File: src/rtl/image_tx.sv
// image_tx
// Serializing transmitter for one binarized image. Upstream hands over the
// whole image in parallel through a four-phase load request/acknowledge
// handshake. The block then waits for the receiver to become ready, issues a
// single-cycle start strobe and streams the image LSB first, one bit per
// clock, with no gaps.
//
// Ports:
//   i_clk       clock, all state updates on the rising edge
//   i_xrst      asynchronous reset, active-high
//   i_load_req  upstream request, i_image_in is valid
//   o_load_ack  image captured, transfer in progress
//   i_image_in  parallel image, bit 0 is sent first
//   i_rcv_req   receiver ready to accept an image
//   o_rcv_ack   start strobe to the receiver, high exactly one cycle
//   o_tx_bit    serial data to the receiver
//   o_busy      high whenever the block is not idle
module image_tx #(
  parameter int INPUT_NUM = 784,
  parameter int CNT_W     = 10
) (
  input  logic                 i_clk,
  input  logic                 i_xrst,
  input  logic                 i_load_req,
  output logic                 o_load_ack,
  input  logic [INPUT_NUM-1:0] i_image_in,
  input  logic                 i_rcv_req,
  output logic                 o_rcv_ack,
  output logic                 o_tx_bit,
  output logic                 o_busy
);

  typedef enum logic [1:0] {
    ST_IDLE = 2'd0,
    ST_ARM  = 2'd1,
    ST_ACK  = 2'd2,
    ST_SEND = 2'd3
  } state_t;

  localparam logic [CNT_W-1:0] LAST_CNT = CNT_W'(INPUT_NUM - 1);

  state_t               r_state;
  state_t               w_stateNext;
  logic [INPUT_NUM-1:0] r_sreg;
  logic [INPUT_NUM-1:0] w_sregNext;
  logic [CNT_W-1:0]     r_cnt;
  logic [CNT_W-1:0]     w_cntNext;

  // State, shift register and bit counter. Reset aborts any transfer in
  // flight and clears the image so nothing stale can leak out later.
  always_ff @(posedge i_clk or posedge i_xrst) begin
    if (i_xrst) begin
      r_state <= ST_IDLE;
      r_sreg  <= '0;
      r_cnt   <= '0;
    end else begin
      r_state <= w_stateNext;
      r_sreg  <= w_sregNext;
      r_cnt   <= w_cntNext;
    end
  end

  // Next-state and output decode. Outputs depend only on registered state
  // and the shift register LSB, so no input reaches an output
  // combinationally. The ACK cycle sits between ARM and SEND so that bit 0
  // appears exactly one cycle after the start strobe, which is when the
  // receiver stores its first bit.
  always_comb begin
    w_stateNext = r_state;
    w_sregNext  = r_sreg;
    w_cntNext   = r_cnt;
    o_load_ack  = 1'b0;
    o_rcv_ack   = 1'b0;
    o_tx_bit    = 1'b0;
    o_busy      = (r_state != ST_IDLE);

    case (r_state)
      ST_IDLE: begin
        if (i_load_req) begin
          w_sregNext  = i_image_in;
          w_cntNext   = '0;
          w_stateNext = ST_ARM;
        end
      end

      ST_ARM: begin
        o_load_ack = 1'b1;
        if (i_rcv_req) begin
          w_stateNext = ST_ACK;
        end
      end

      ST_ACK: begin
        o_load_ack  = 1'b1;
        o_rcv_ack   = 1'b1;
        w_cntNext   = '0;
        w_stateNext = ST_SEND;
      end

      ST_SEND: begin
        o_load_ack = 1'b1;
        o_tx_bit   = r_sreg[0];
        w_sregNext = {1'b0, r_sreg[INPUT_NUM-1:1]};
        if (r_cnt == LAST_CNT) begin
          w_cntNext   = '0;
          w_stateNext = ST_IDLE;
        end else begin
          w_cntNext = r_cnt + 1'b1;
        end
      end

      default: begin
        w_stateNext = ST_IDLE;
      end
    endcase
  end

endmodule

File: config.mk
export PLATFORM = sky130hd
export DESIGN_NAME = image_tx
export DESIGN_NICKNAME = d
export VERILOG_FILES = /design/src/rtl/image_tx.sv
export SDC_FILE = /design/constraint.sdc
export NUM_CORES = 2
export LEC_CHECK = 0
export ABC_AREA = 1
export CAP_MARGIN = 10
export CORE_AREA = 3 3 311 313
export CTS_CLUSTER_SIZE = 10
export DETAILED_ROUTE_END_ITERATION = 12
export DIE_AREA = 0 0 314 316
export PLACE_DENSITY_LB_ADDON = 0.25
export SLEW_MARGIN = 20
export SYNTH_ARGS = -nofsm -noshare
export SYNTH_HDL_FRONTEND = slang
export SYNTH_SLANG_ARGS = --single-unit
export TNS_END_PERCENT = 5
File: constraint.sdc
create_clock -name i_clk -period 36.8 [get_ports i_clk]
set_clock_uncertainty 0.2 [all_clocks]
set_input_delay 7.36 -clock i_clk [delete_from_list [all_inputs] [get_ports i_clk]]
set_output_delay 7.36 -clock i_clk [all_outputs]
set_load 0.005 [all_outputs]
==> reports/qor.csv <==
metric;value;unit
synth.area.top_cells;dfrtp_1, nand2_1, a31oi_1, nor2_1, buf_2;
cts.repair.resized;0;
viasPerCell;5.10;
worst_path_most_repeated_cell;buf_4;
p_leak;19.6;nW
die_area;99200;um^2
postSynthCellCount;4377;
yosysTopAreaCellShare;55.7;%
cts_buffer_depth;3;
cts_tree;built;
dieWidth;314;um
synth_top_flop_cell;dfrtp_1;
critPathCaptureType;flop;
io_buffers;791;
grt_max_degree;271;
clkSinkCount;796;
whs_path_depth;2;
clkLatencyLatePin;0.65;ns
drive_above_1_share;2.80;%
firstDrtPassIters;6;
ys_async_sr_fraction;100;%
drv_cap;0;
finalWirelength;108000;um
cp_max_fo;270;
slew_viol_final;0;
clk_pin_slew;0.05;ns
ys_types;20;
path_cells;clkdlybuf4s50_1 > inv_1 > nand2_1 > o21a_4 > buf_4 > buf_4 > buf_12 > buf_4 > buf_6 > nor2_1 > a31oi_1;
required;37.16;ns
synth_area_per_cell;8.17;um^2
cp-start-kind;input port;
arrival;13.27;ns
cts_hold_buf;0;
cts_buffers;92;
fp-row-count;113;
fin_crit;12.91;ns
ios;792;
tightest_slew;1.12;ns
vias;31977;
status;complete, no violations;
final_nets;5740;
drc_errors;0;
ff2ff_path_depth;9;
cts_root_buf;clkbuf_16;
h-tree-depth;3;
grt_pass1_wl;168000;um
hold_viol;0;
ys_seq_area_share;55.7;%
setup_tns;0;ns
fin_cells;6267;
irDropWorstVdd;0.0974;mV
ant_nets;0;
rsz0062_at_grt;no;
power_density;87.3;nW/um^2
grt-ovfl-total;0;
worst_hold_slack;0.319;ns
synth_area;35800;um^2
post_drt_wl_per_cell;17.3;um
slowest_stage;buf_12;
fp.dieH;316;um
cp_num_buf_inv;7;
placed_cells;6116;
n_fill_cell;9126;
relSlewSlack;25.1;%
synth_top_area_cell;dfrtp_1;
setup_viol;0;
first_iter_violations;3116;
routabilityCongestion;0.817;
crit_cells;11;
crit_family;buffers and inverters;
dp_hpwl;72400;um
crit_type;in2reg;
min_period_over_period;35.1;%
grt_pass1_vias;30360;
hp-class;reg2reg;
slowest_delay;0.81;ns
syn2layout_area_growth;30.3;%
fin_util;49.3;%
netlist_top_cells_count;nand2_1, nor2_1, dfrtp_1, a31oi_1, buf_2;
core;94600;um^2
synth_warnings;0;
grt.total_usage;21.2;%
start_util;37.8;%
yosysMostFrequentCell;nand2_1;
synth_edf_count;0;
fmax;77.5;MHz
antenna_found_initial;56;
ys_ff_latch;796;
syn_nets;5172;
post_cts_buffers;0;
==> final timing paths <==
check / startpoint / end / slack (ns)
worst max-delay path: i_load_req / r_sreg[480] / 23.89
worst min-delay path: r_cnt[1] / r_cnt[1] / 0.32
worst max register to register: r_state[0] / r_sreg[480] / 30.26
worst min register to register: r_cnt[1] / r_cnt[1] / 0.32
max in group asynchronous: i_xrst / r_sreg[571] / 26.27
min in group asynchronous: i_xrst / r_sreg[717] / 7.06
==> sequential cells by signal (all words and copies together), names as in the netlist <==
signal	cells
r_cnt	10
r_sreg	784
r_state	2
==> cell usage in the layout, fill, tap and decap left out, types with 2 or more instances in the layout <==
master	n
a31oi_1	783
a21oi_1	2
buf_6	3
nand2_1	1598
clkbuf_1	17
ha_1	6
clkbuf_8	3
buf_12	7
clkbuf_16	95
inv_1	19
diode_2	32
buf_4	21
o21ai_0	3
clkinv_2	2
dfrtp_1	796
nand3_1	10
nor2_1	797
xor2_1	3
inv_8	2
or2_2	2
nand4_1	5
clkdlybuf4s50_1	791
==> through the flow <==
stage	setup slack (ns)	total power, mW	cell area, um^2
after CTS	23.80	4.10	46500
final	23.89	4.07	46600
after global routing	23.35	4.44	46600
after detailed placement	23.08	3.27	44000
after global placement	23.15	3.22	44000
after floorplan	6.89	2.92	35800
==> tightest hold or removal path, cell delays in order (launching register included) <==
cell     delay (ns)
dfrtp_1        0.36
nand2_1        0.06
nand2_1        0.06
==> cell families (layout without fill, tap and decap cells) <==
logic type	after synthesis	count (layout)	share of synthesized area [%]
simple gates	2412	2412	25.4
flops	796	796	55.7
compound gates	789	789	13.8
buf+inv	369	962	4.77
fa+ha+maj	7	7	0.245
xor+xnor	4	4	0.0980
other cells	0	32	0
==> report_power, final <==
part / internal (mW) / switching [mW] / total (mW)
Clock: 0.465 / 0.349 / 0.813
Sequential: 1.35 / 0.234 / 1.58
Combinational: 0.608 / 1.06 / 1.67
Total: 2.42 / 1.65 / 4.07
==> routing by layer <==
layer,share of wire (%),vias up,GRT usage (%)
li1,-,15634,-
met1,42,15208,27.1
met2,48,921,34.4
met3,7.3,174,5.56
met4,2.5,40,8.14
met5,0.24,-,0
==> cell type report <==
type                       count  area, um^2  area share, %
sequential                   796       19900           42.8
multi-input combinational   3212       14200           30.4
antenna                       32        80.1          0.172
clock buffer                 115        2480           5.33
tap                         1265        1580           3.40
clock inverter                 4        26.3         0.0564
inverter                      21        93.8          0.201
timing repair buffer         822        8250           17.7
(Power assumes the default switching activity.)
